<file path="src/rtl/beamformer_pkg.sv">
// Shared defaults, FSM encoding and width helpers for the beam scheduler slice.
// Every width is derived from the NUM_* parameters through these helpers.
package beamformer_pkg;

  localparam int unsigned DefNumChannels = 8;
  localparam int unsigned DefSampleWidth = 8;
  localparam int unsigned DefBufferDepth = 10;
  localparam int unsigned DefNumAngles   = 8;

  localparam logic [0:0] StIdle = 1'b0;
  localparam logic [0:0] StRead = 1'b1;

  // Index width that stays at least one bit wide for degenerate sizes.
  function automatic int unsigned idx_width(input int unsigned n);
    return (n > 1) ? $clog2(n) : 1;
  endfunction

  function automatic int unsigned tap_width(input int unsigned depth);
    return idx_width(depth);
  endfunction

  function automatic int unsigned beam_width(input int unsigned sw, input int unsigned nch);
    return sw + idx_width(nch);
  endfunction

endpackage

</file>
<file path="src/rtl/beam_delay_lut.sv">
// Delay tap lookup: tap = min(angle * channel, BUFFER_DEPTH - 1).
// The lookup is purely combinational.
module beam_delay_lut
  import beamformer_pkg::*;
#(
  parameter int unsigned NUM_CHANNELS = DefNumChannels,
  parameter int unsigned BUFFER_DEPTH = DefBufferDepth,
  parameter int unsigned NUM_ANGLES   = DefNumAngles
) (
  input  logic [idx_width(NUM_ANGLES)-1:0]   angle,
  input  logic [idx_width(NUM_CHANNELS)-1:0] channel,
  output logic [tap_width(BUFFER_DEPTH)-1:0] tap
);

  localparam int unsigned AW     = idx_width(NUM_ANGLES);
  localparam int unsigned CW     = idx_width(NUM_CHANNELS);
  localparam int unsigned TW     = tap_width(BUFFER_DEPTH);
  localparam int unsigned PW     = AW + CW;
  localparam int unsigned MaxTap = BUFFER_DEPTH - 1;

  logic [PW-1:0] prod;

  always_comb begin
    prod = PW'(angle) * PW'(channel);
    if (32'(prod) > MaxTap) begin
      tap = TW'(MaxTap);
    end else begin
      tap = TW'(prod);
    end
  end

endmodule

</file>
<file path="src/rtl/beam_scheduler.sv">
// Delay-and-sum beam scheduler: walks one channel per cycle through the shared
// buffer read port and accumulates the delayed samples into beam_out.
module beam_scheduler
  import beamformer_pkg::*;
#(
  parameter int unsigned NUM_CHANNELS = DefNumChannels,
  parameter int unsigned SAMPLE_WIDTH = DefSampleWidth,
  parameter int unsigned BUFFER_DEPTH = DefBufferDepth,
  parameter int unsigned NUM_ANGLES   = DefNumAngles
) (
  input  logic                                            clk,
  input  logic                                            reset,
  input  logic                                            frame_strobe,
  input  logic [idx_width(NUM_ANGLES)-1:0]                angle_in,
  input  logic                                            angle_load,
  input  logic                                            sweep_en,
  output logic [idx_width(NUM_CHANNELS)-1:0]              rd_channel,
  output logic [tap_width(BUFFER_DEPTH)-1:0]              rd_index,
  input  logic [SAMPLE_WIDTH-1:0]                         rd_sample,
  output logic [beam_width(SAMPLE_WIDTH, NUM_CHANNELS)-1:0] beam_out,
  output logic                                            beam_valid,
  output logic                                            busy,
  output logic [idx_width(NUM_ANGLES)-1:0]                cur_angle,
  output logic                                            overrun
);

  localparam int unsigned AW = idx_width(NUM_ANGLES);
  localparam int unsigned CW = idx_width(NUM_CHANNELS);
  localparam int unsigned TW = tap_width(BUFFER_DEPTH);
  localparam int unsigned BW = beam_width(SAMPLE_WIDTH, NUM_CHANNELS);

  logic [0:0]    state_q, state_d;
  logic [CW-1:0] counter_q, counter_d;
  logic [BW-1:0] acc_q, acc_d;
  logic [BW-1:0] beam_out_q, beam_out_d;
  logic          beam_valid_q, beam_valid_d;
  logic [AW-1:0] cur_angle_q, cur_angle_d;
  logic [AW-1:0] pending_q, pending_d;
  logic          overrun_q, overrun_d;

  logic [TW-1:0] tap;
  logic [BW-1:0] sum;
  logic [AW-1:0] next_angle;
  logic          last_read;

  beam_delay_lut #(
    .NUM_CHANNELS (NUM_CHANNELS),
    .BUFFER_DEPTH (BUFFER_DEPTH),
    .NUM_ANGLES   (NUM_ANGLES)
  ) u_delay_lut (
    .angle   (cur_angle_q),
    .channel (counter_q),
    .tap     (tap)
  );

  assign busy       = (state_q == StRead);
  assign rd_channel = busy ? counter_q : '0;
  assign rd_index   = busy ? tap : '0;
  assign sum        = acc_q + BW'(rd_sample);
  assign last_read  = (counter_q == CW'(NUM_CHANNELS - 1));
  assign next_angle = (cur_angle_q == AW'(NUM_ANGLES - 1)) ? '0 : cur_angle_q + AW'(1);

  always_comb begin
    state_d      = state_q;
    counter_d    = counter_q;
    acc_d        = acc_q;
    beam_out_d   = beam_out_q;
    beam_valid_d = 1'b0;
    cur_angle_d  = cur_angle_q;
    pending_d    = pending_q;
    overrun_d    = overrun_q;

    unique case (state_q)
      StIdle: begin
        if (frame_strobe) begin
          cur_angle_d = pending_q;
          acc_d       = '0;
          counter_d   = '0;
          state_d     = StRead;
        end
      end
      StRead: begin
        // Strobes are ignored for the whole frame, including its final read cycle.
        if (frame_strobe) begin
          overrun_d = 1'b1;
        end
        acc_d     = sum;
        counter_d = counter_q + CW'(1);
        if (last_read) begin
          beam_out_d   = sum;
          beam_valid_d = 1'b1;
          counter_d    = '0;
          state_d      = StIdle;
          if (sweep_en) begin
            pending_d = next_angle;
          end
        end
      end
      default: state_d = StIdle;
    endcase

    // An explicit load takes priority over the sweep increment.
    if (angle_load) begin
      pending_d = angle_in;
    end
  end

  always_ff @(posedge clk) begin
    if (reset) begin
      state_q      <= StIdle;
      counter_q    <= '0;
      acc_q        <= '0;
      beam_out_q   <= '0;
      beam_valid_q <= 1'b0;
      cur_angle_q  <= '0;
      pending_q    <= '0;
      overrun_q    <= 1'b0;
    end else begin
      state_q      <= state_d;
      counter_q    <= counter_d;
      acc_q        <= acc_d;
      beam_out_q   <= beam_out_d;
      beam_valid_q <= beam_valid_d;
      cur_angle_q  <= cur_angle_d;
      pending_q    <= pending_d;
      overrun_q    <= overrun_d;
    end
  end

  assign beam_out   = beam_out_q;
  assign beam_valid = beam_valid_q;
  assign cur_angle  = cur_angle_q;
  assign overrun    = overrun_q;

endmodule

</file>
<file path="config.mk">
export PLATFORM = sky130hd
export DESIGN_NAME = beam_scheduler
export DESIGN_NICKNAME = d
export VERILOG_FILES = /design/src/rtl/beamformer_pkg.sv /design/src/rtl/beam_delay_lut.sv /design/src/rtl/beam_scheduler.sv
export SDC_FILE = /design/constraint.sdc
export NUM_CORES = 1
export LEC_CHECK = 0
export BUFFER_PORTS_ARGS = -buffer_cell sky130_fd_sc_hd__buf_2
export CAP_MARGIN = 25
export CELL_PAD_IN_SITES_DETAIL_PLACEMENT = 1
export CELL_PAD_IN_SITES_GLOBAL_PLACEMENT = 1
export CORE_ASPECT_RATIO = 0.9
export CORE_MARGIN = 4
export CORE_UTILIZATION = 44
export CTS_CLUSTER_SIZE = 30
export DETAILED_ROUTE_END_ITERATION = 12
export HOLD_SLACK_MARGIN = 0.08
export PLACE_DENSITY_LB_ADDON = 0.1
export SYNTH_ARGS = -nofsm -noshare
export SYNTH_HDL_FRONTEND = slang
export SYNTH_SLANG_ARGS = --single-unit
</file>
<file path="constraint.sdc">
create_clock -name clk -period 6.8 [get_ports clk]
set_input_delay 1.36 -clock clk [delete_from_list [all_inputs] [get_ports clk]]
set_output_delay 1.36 -clock clk [all_outputs]
set_load 0.02 [all_outputs]
</file>
### Word level (Yosys, flattened, before mapping)

Index checks and enable logic that the tools add are counted.

| storage, ports and cells | value |
|---|---|
| bits in registers | 34 |
| bits of input ports | 16 |
| logic and storage cells | 42 |

| operators by class | value |
|---|---|
| $add $sub $neg | 3 |
| $mul | 1 |
| $lt $le $gt $ge | 1 |
| equality and inequality tests | 3 |
| multiplexer cells | 17 |
| bitwise gates (word level) | 1 |
| reduce and logical (&&, ||, !) cells | 8 |

Operators with widths:

| operator | count |
|---|---|
| 3-bit 2-to-1 mux | 8 |
| 11-bit one-hot mux with 2 select lines | 1 |
| 11-bit by 8-bit adder with 11-bit output | 1 |
| 11-bit 2-to-1 mux | 1 |
| 4-bit 2-to-1 mux | 2 |
| 3-bit by 1-bit adder with 3-bit output, second input constant | 2 |
| 3-bit == test, second input constant | 2 |
| 6-bit by 4-bit > comparator with 1-bit output, second input constant | 1 |
| 3-bit by 3-bit multiplier with 6-bit output | 1 |
| 3-bit one-hot mux with 2 select lines | 1 |
| 2-bit AND reduction | 3 |
| 2-bit nonzero test | 3 |
| 1-bit 2-to-1 mux | 3 |
| 3-bit AND reduction | 1 |
| 2-bit != test, second input constant | 1 |
| 1-bit one-hot mux with 2 select lines | 1 |
| 2-bit OR reduction | 1 |
| 1-bit inverter | 1 |

### Logic depth before layout (Yosys ltp)

Gate-level depths: netlist (run 1).

| logic depth | value |
|---|---|
| depth after elaboration | 6 |
| gate-level depth with buffers | 8 |
| depth with buffers taken out | 8 |

### Modules after synthesis

A second synthesis (run 1) with hierarchy kept.

| second synthesis, totals | value |
|---|---|
| cells, all modules | 245 |
| area, all modules | 2062.0 um^2 |

By module, submodules not included:

| module | instances | cells an instance | area an instance (um^2) | seq. area each (um^2) |
|---|---|---|---|---|
| beam_scheduler | 1 | 218 | 1844.3 | 680.7 |
| beam_delay_lut | 1 | 27 | 217.7 | 0.0 |

### Worst setup path after synthesis (run 1)

No wires, ideal clock.

| timing | value |
|---|---|
| kind | register -> output |
| start | register cur_angle_q[0] (netlist: cur_angle[0]) |
| end | output port rd_index[1] |
| data arrival time | 2479 ps |
| required time | 5440 ps |
| path slack | 2961 ps |
| stages on the path, launching flop included | 9 |
| path buffers | 0 |
| path through | dfxtp_1 and2_1 fa_1 ha_1 inv_1 fa_1 nor2_1 a211oi_1 and3_1 |

| between the ends | value |
|---|---|
| longest elaborated chain between the ends | 4 |

RTL lines:

| what | line | text |
|---|---|---|
| start: declaration | beam_scheduler.sv:37 | `logic [AW-1:0] cur_angle_q, cur_angle_d;` |
| start signal: assignment | beam_scheduler.sv:124 | `cur_angle_q <= cur_angle_d;` |
| 3-bit by 3-bit multiplier with 6-bit output (*) | beam_delay_lut.sv:24 | `prod = PW'(angle) * PW'(channel);` |
| 6-bit by 4-bit > comparator with 1-bit output | beam_delay_lut.sv:25 | `if (32'(prod) > MaxTap) begin` |
| 4-bit 2-to-1 mux (*) | beam_delay_lut.sv:25 |  |
| 4-bit 2-to-1 mux (*) | beam_scheduler.sv:58 | `assign rd_index = busy ? tap : '0;` |
| end: declaration | beam_scheduler.sv:18 | `output logic [tap_width(BUFFER_DEPTH)-1:0] rd_index,` |

Every way passes the cells marked *; elsewhere a longest branch is shown, timed or not.

### Final worst setup path (run 1)

Ends and elaborated chain as after synthesis.

==> reports/qor.csv, run 1 <==
metric;value;unit
status;completed;
Worst Setup SP;cur_angle[0]$_SDFFE_PP0P_;
FF-to-FF End;cur_angle[1]$_SDFFE_PP0P_;
critical path startpoint category;flip-flop;
Final Cell Area;2380;um^2
Area Overhead vs Synth;16.9;%
drt wl/cell;15.5;um
Min-Delay Startpoint;beam_out[0]$_SDFFE_PP0P_;
Worst Tran Pin Value;0.895;ns
setup_tns;0;ns
commonest non-fill, non-tap cell in the layout;buf_2;
# hold bufs at CTS;0;
worst-path maximum fanout;7;
cts repair resizes;0;
arrival time worst endpoint;2.94;ns
clock insertion delay at the later pin of the skew report;0.28;ns
clk slew on worst S/H paths;0.07;ns
post-DP HPWL;3.86;mm
Antenna Violating Nets Remaining;0;
CTS tree;yes;
DRC errors left;0;
MaxCap Viol Count;0;
Die ar.;5790;um^2
Mapped Cells;244;
Lkg Pwr;1.09;nW
mapped cell area;2040;um^2
ANT cells;0;
synth unique cells;42;
CORE AREA;4460;um^2
Hold Path Cell Cnt;2;
Async SR Flop Fraction;0;%
synthesis warning total;0;
Pwr Density;198;nW/um^2
All-Layer GR Usage;20.7;%
period utilization;63.3;%
Worst Reg2Reg Path Length in Cells;4;
share of layout cells above drive strength 1;19.6;%
most used cell, CP;fa_1;
placed cell area;2270;um^2
#FFs+latches synth;34;
Relative slew margins;40.3;%
post-synth net total;280;
Setup Skew;0.00203;ns
TritonCTS Sinks;34;
reg2reg setup slack;4.55;ns
RSZ-0062 raised after global routing;false;
TritonRoute pass-1 iters;4;
fmax;232;MHz
first-pass GRT wire length;9.44;mm
vias in the first global route;1949;
grt total ovfl;0;
Max Slew Vio Count;0;
Tightest Hold Check Type;flip-flop to flip-flop;
number of buffers created by CTS;5;
CP top delay family;adder cells;
Final Wtd Congestion;0.745;
nets;316;
crit path buf inv count;2;
Initial Util;45.7;%
CP Capture Type;output port;
largest net degree at the start of global routing;45;
Final setup viols;0;
Post-Route WL;5.31;mm
maximum vdd drop;0.0977;mV
commonest cells after routing, fill and taps aside;buf_2 (39), dfxtp_1 (34), nor2_1 (25);
Die Width;79.8;um
Synth Flop Type;dfxtp_1;
DR iter-0 viols;149;
CP max stage cell;fa_1;
setup bufs post-CTS;0;
clock root cell;clkbuf_8;
register area share after synthesis;33.4;%
CP Depth;9;
CP Cell Sequence;and2_1 -> fa_1 -> ha_1 -> inv_1 -> fa_1 -> nand3b_1 -> a211oi_1 -> and3_1 -> buf_2;
max incr delay on CP;0.55;ns
Hold Vio Cnt, Final;0;
Max Root-Sink Buffers;2;
hold endpoint;beam_out[0]$_SDFFE_PP0P_;
die height;72.6;um
placed cell count;335;
Final Critical Period;4.30;ns
PortBufs;39;
# IOs;40;
Vias/cell;5.60;
Critical R2R Launch;busy$_SDFF_PP0_;
EDFF count, synth;0;
WP data required;5.44;ns
site row count;23;
antenna violations before repair;0;
worst setup path class;flip-flop to output port;
vias;1916;
non-filler cells, final;342;
Tot Pwr;0.000471;W
Max H-tree Level;2;
Synth Area per Inst;8.36;um^2
-- sequential cells by signal (all words and copies together), names as in the netlist --
name	count
acc_q	11
beam_out	11
counter_q	3
cur_angle	3
pending_q	3
beam_valid	1
busy	1
overrun	1
-- routing by layer --
| metal | GRT usage, % | vias to the layer above | part of all wire, % | routed length [um] |
|---|---|---|---|---|
| met5 | 0 | - | 0 | 0 |
| met4 | 5.63 | 0 | 0.96 | 51 |
| met3 | 4.44 | 4 | 3.4 | 183 |
| met2 | 32.8 | 38 | 46 | 2460 |
| met1 | 28.5 | 922 | 49 | 2610 |
| li1 | - | 952 | - | - |
-- metrics by stage --
step | worst slack, ns | hold slack [ns] | util (%)
detailed placement | 2.80 | 0.450 | 50.9
finish | 2.50 | 0.458 | 53.5
global placement | 2.92 | 0.442 | 50.9
CTS | 2.46 | 0.466 | 53.5
floorplan | 2.96 | 0.448 | -
global route | 2.24 | 0.496 | 53.5
-- power breakdown --
part / total [W] / switching, W / internal (W)
sequential: 0.000214 / 0.00000843 / 0.000206
clock: 0.000188 / 0.0000709 / 0.000117
combinational: 0.0000690 / 0.0000433 / 0.0000257
total: 0.000471 / 0.000123 / 0.000349
-- cell usage after synthesis (2+ instances only) --
cell type	count	area (um^2)
dfxtp_1	34	681
nor2_1	25	93.8
nand2_1	21	78.8
a21oi_1	20	100
ha_1	17	213
nand3_1	15	75.1
and2_1	12	75.1
and3_1	8	50.1
clkbuf_1	8	30.0
nor3_1	8	40.0
inv_1	7	26.3
nand3b_1	7	52.6
o21ai_0	7	35.0
a211oi_1	6	45.0
a31oi_1	5	31.3
nand2b_1	4	25.0
fa_1	3	60.1
mux2i_1	3	30.0
xnor2_1	3	26.3
a2111o_1	2	22.5
a211o_1	2	17.5
a21o_1	2	15.0
buf_2	2	10.0
o211ai_1	2	15.0
o211ai_2	2	25.0
o31ai_1	2	15.0
or3_1	2	12.5
-- logic make-up after synthesis --
kind of cell             share of synthesized area (%)
adder cells (fa/ha/maj)                           13.4
AND/OR/NAND/NOR                                   27.7
multiplexers                                      2.02
buffers and inverters                             3.25
AO/OA/AOI/OAI                                     19.0
flip-flops                                        33.4
XOR/XNOR                                          1.29
-- area by class of cell --
class | instances | area [um^2]
Fill cell | 563 | 2080
Multi-Input combinational cell | 193 | 1290
Sequential cell | 34 | 681
Timing Repair Buffer | 39 | 195
Clock buffer | 6 | 82.6
Tap cell | 62 | 77.6
Clock inverter | 1 | 30.0
Inverter | 7 | 26.3
-- worst max path at each step --
| stage | endpoint | slack [ns] |
|---|---|---|
| after floorplan | rd_index[1] | 2.96 |
| after global placement | rd_index[1] | 2.92 |
| after detailed placement | rd_index[1] | 2.80 |
| after CTS | rd_index[1] | 2.46 |
| after global routing | rd_index[1] | 2.24 |
| final | rd_index[1] | 2.50 |
-- worst register-to-register path, cell delays in order, from the launching register on --
cell	delay (ns)
dfxtp_1	0.90
inv_1	0.58
nand2_1	0.34
mux2i_1	0.23
nor2_1	0.06
Note: power is estimated with default switching activity, not from simulation.
==> run 2: changes to the inputs <==
--- a/config.mk
+++ b/config.mk
@@ -5,13 +5,14 @@
 export SDC_FILE = /design/constraint.sdc
 export NUM_CORES = 1
 export LEC_CHECK = 0
+export ABC_AREA = 1
 export BUFFER_PORTS_ARGS = -buffer_cell sky130_fd_sc_hd__buf_2
 export CAP_MARGIN = 25
 export CELL_PAD_IN_SITES_DETAIL_PLACEMENT = 1
 export CELL_PAD_IN_SITES_GLOBAL_PLACEMENT = 1
 export CORE_ASPECT_RATIO = 0.9
 export CORE_MARGIN = 4
-export CORE_UTILIZATION = 44
+export CORE_UTILIZATION = 35
 export CTS_CLUSTER_SIZE = 30
 export DETAILED_ROUTE_END_ITERATION = 12
 export HOLD_SLACK_MARGIN = 0.08
==> constraint.sdc (replaced) <==
create_clock -name clk -period 3.9 [get_ports clk]
set_input_delay 0.78 -clock clk [delete_from_list [all_inputs] [get_ports clk]]
set_output_delay 0.78 -clock clk [all_outputs]
set_load 0.02 [all_outputs]
==> run 2 against run 1 <==
Against the previous run:
- sequential cell count unchanged
- register-to-register slack worse by 2.8 ns
- cell area down 0.26%
- synthesized area down 0.49%
- hold slack worse by 0.0025 ns
- critical path type unchanged
- via count down 2.9%
- largest power group unchanged
- utilization down 11 points
- first-iteration DRC count down 61%
- cell count up 15%
==> reports/qor.csv, run 2 <==
metric;value;unit;change
DRC errors left;0;;unchanged
EDFF count, synth;0;;unchanged
register area share after synthesis;33.5;%;was 33.4%
TritonRoute pass-1 iters;4;;unchanged
Synth top cells by count;nand2_1 (84), dfxtp_1 (34), inv_1 (32);;was dfxtp_1 (34), nor2_1 (25), nand2_1 (21)
Final setup viols;0;;unchanged
Worst Tran Pin Value;0.916;ns;was 0.895 ns
worst setup margin;0.496;ns;was 2.50 ns
ANT cells;0;;unchanged
All-Layer GR Usage;16.1;%;was 20.7%
Tightest Hold Check Type;flip-flop to flip-flop;;unchanged
DR iter-0 viols;58;;was 149
WP data required;3.12;ns;was 5.44 ns
die height;80.2;um;was 72.6 um
synth unique cells;29;;was 42
Initial Util;35.9;%;was 45.7%
top-count cell post-synth;nand2_1;;was dfxtp_1
Synth Area per Inst;7.22;um^2;was 8.36 um^2
first-pass GRT wire length;8.94;mm;was 9.44 mm
Post-Route WL;5.25;mm;was 5.31 mm
RSZ-0062 raised after global routing;false;;unchanged
share of layout cells above drive strength 1;22.3;%;was 19.6%
Setup Skew;0.00333;ns;was 0.00203 ns
clock insertion delay at the later pin of the skew report;0.28;ns;about the same
Synth Area in Simple Gates;32.9;%;was 27.7%
clk slew on worst S/H paths;0.07;ns;about the same
number of buffers created by CTS;5;;unchanged
nets;358;;was 316
Hold Vio Cnt, Final;0;;unchanged
Max Slew Vio Count;0;;unchanged
Synth top area share;33.5;%;was 33.4%
clock root cell;clkbuf_8;;unchanged
pre-CTS WS;0.790;ns;was 2.80 ns
worst setup path class;flip-flop to output port;;unchanged
Vias/cell;4.73;;was 5.60
maximum vdd drop;0.182;mV;was 0.0977 mV
drt wl/cell;13.4;um;was 15.5 um
Die Width;88.3;um;was 79.8 um
cts repair resizes;0;;unchanged
dominant cell type by area after synthesis;dfxtp_1;;unchanged
Synth Area in Compound Gates;11.5;%;was 19.0%
Max Root-Sink Buffers;2;;unchanged
Pwr Density;326;nW/um^2;was 198 nW/um^2
XOR/XNOR Fraction of Synth Area;0.863;%;was 1.29%
status;completed;;unchanged
mapped cell area;2030;um^2;was 2040 um^2
synthesis warning total;0;;unchanged
antenna violations before repair;0;;unchanged
vias in the first global route;1867;;was 1949
Max H-tree Level;2;;unchanged
CP Capture Type;output port;;unchanged
multiplexer share of the synthesized area;0;%;was 2.02%
PortBufs;39;;unchanged
critical path startpoint category;flip-flop;;unchanged
largest net degree at the start of global routing;21;;was 45
CORE AREA;5660;um^2;was 4460 um^2
setup_tns;0;ns;unchanged
Area Overhead vs Synth;17.2;%;was 16.9%
fillcell total;761;;was 563
MaxCap Viol Count;0;;unchanged
main combinational cell family by area after synthesis;simple AND/OR/NAND/NOR gates;;unchanged
vias;1860;;was 1916
commonest non-fill, non-tap cell in the layout;nand2_1;;was buf_2
worst-path maximum fanout;6;;was 7
Synth Flop Type;dfxtp_1;;unchanged
Adder-Cell Fraction of Synth Area;13.4;%;about the same
Die ar.;7080;um^2;was 5790 um^2
arrival time worst endpoint;2.62;ns;was 2.94 ns
period utilization;87.3;%;
Final Wtd Congestion;0.782;;was 0.745
Antenna Violating Nets Remaining;0;;unchanged
Relative slew margins;38.7;%;was 40.3%
Tot Pwr;0.000776;W;was 0.000471 W
setup bufs post-CTS;0;;unchanged
post-DP HPWL;4.04;mm;was 3.86 mm
Lkg Pwr;1.27;nW;was 1.09 nW
# IOs;40;;unchanged
Final Critical Period;3.40;ns;
grt total ovfl;0;;unchanged
Mapped Cells;281;;was 244
fmax;294;MHz;
CTS tree;yes;;unchanged
site row count;26;;was 23
post-synth net total;317;;was 280
#FFs+latches synth;34;;unchanged
TritonCTS Sinks;34;;unchanged
# hold bufs at CTS;0;;unchanged
commonest cells after routing, fill and taps aside;nand2_1 (84), buf_2 (39), dfxtp_1 (34);;was buf_2 (39), dfxtp_1 (34), nor2_1 (25)
Async SR Flop Fraction;0;%;unchanged
top cells by area, synth;dfxtp_1 (34%), nand2_1 (16%), ha_1 (10%), inv_1 (5.9%), nand3_1 (4.4%);;was dfxtp_1 (33%), ha_1 (10%), a21oi_1 (4.9%), nor2_1 (4.6%), nand2_1 (3.9%)
[run 2: worst paths after layout]
path	from	endpoint	slack (ns)	cells past startpoint
setup / recovery	counter_q[2]$_SDFFE_PP0P_	rd_index[3]	0.50	12
hold / removal	beam_out[8]$_SDFFE_PP0P_	beam_out[8]$_SDFFE_PP0P_	0.46	2
setup reg to reg	busy$_SDFF_PP0_	beam_out[9]$_SDFFE_PP0P_	1.77	5
hold reg to reg	beam_out[8]$_SDFFE_PP0P_	beam_out[8]$_SDFFE_PP0P_	0.46	2
[run 2: critical path: stages (launching register included)]
cell     delay, ns
dfxtp_1       0.38
nand2_1       0.09
inv_1         0.05
fa_1          0.54
ha_1          0.16
inv_1         0.05
fa_1          0.50
a21oi_1       0.05
nor2_1        0.14
nand2_1       0.07
nand2_1       0.07
o21ai_0       0.08
buf_2         0.16
[run 2: cell type report]
type / instances / area (um^2) / share of cell area (%)
Multi-Input combinational cell: 208 / 1190 / 50.1
Inverter: 33 / 124 / 5.21
Timing Repair Buffer: 40 / 203 / 8.52
Clock buffer: 7 / 86.3 / 3.63
Clock inverter: 1 / 5.00 / 0.210
Tap cell: 70 / 87.6 / 3.68
Sequential cell: 34 / 681 / 28.6
[run 2: cell families (layout without fill, tap and decap cells)]
| kind of cell | count (synthesis) | after routing |
|---|---|---|
| buffers and inverters | 39 | 81 |
| AOI/OAI and AO/OA | 38 | 38 |
| adders and majority gates | 20 | 20 |
| xor gates and xnor gates | 2 | 2 |
| DFF | 34 | 34 |
| and+or+nand+nor | 148 | 148 |
[run 2: through the flow]
stage	cells	utilization [%]	cell area, um^2	hold WS [ns]
floorplan	281	-	2030	0.444
global route	393	42.0	2380	0.471
CTS	393	42.0	2380	0.459
global placement	385	40.4	2290	0.432
finish	393	42.0	2380	0.456
detailed placement	385	40.4	2290	0.440
[run 2: routing by layer]
metal | vias up | wire length (um) | global-route usage (%) | part of all wire, %
met4 | 0 | 59 | 4.08 | 1.1
met3 | 7 | 273 | 4.41 | 5.2
li1 | 984 | - | - | -
met5 | - | 0 | 0 | 0
met1 | 834 | 2810 | 23.4 | 53
met2 | 35 | 2110 | 23.1 | 40
[run 2: power breakdown]
part           total (W)  internal, W  switching, W
Sequential      0.000375     0.000361     0.0000140
Combinational   0.000125    0.0000462     0.0000788
Clock           0.000276     0.000143      0.000134
Total           0.000776     0.000549      0.000226
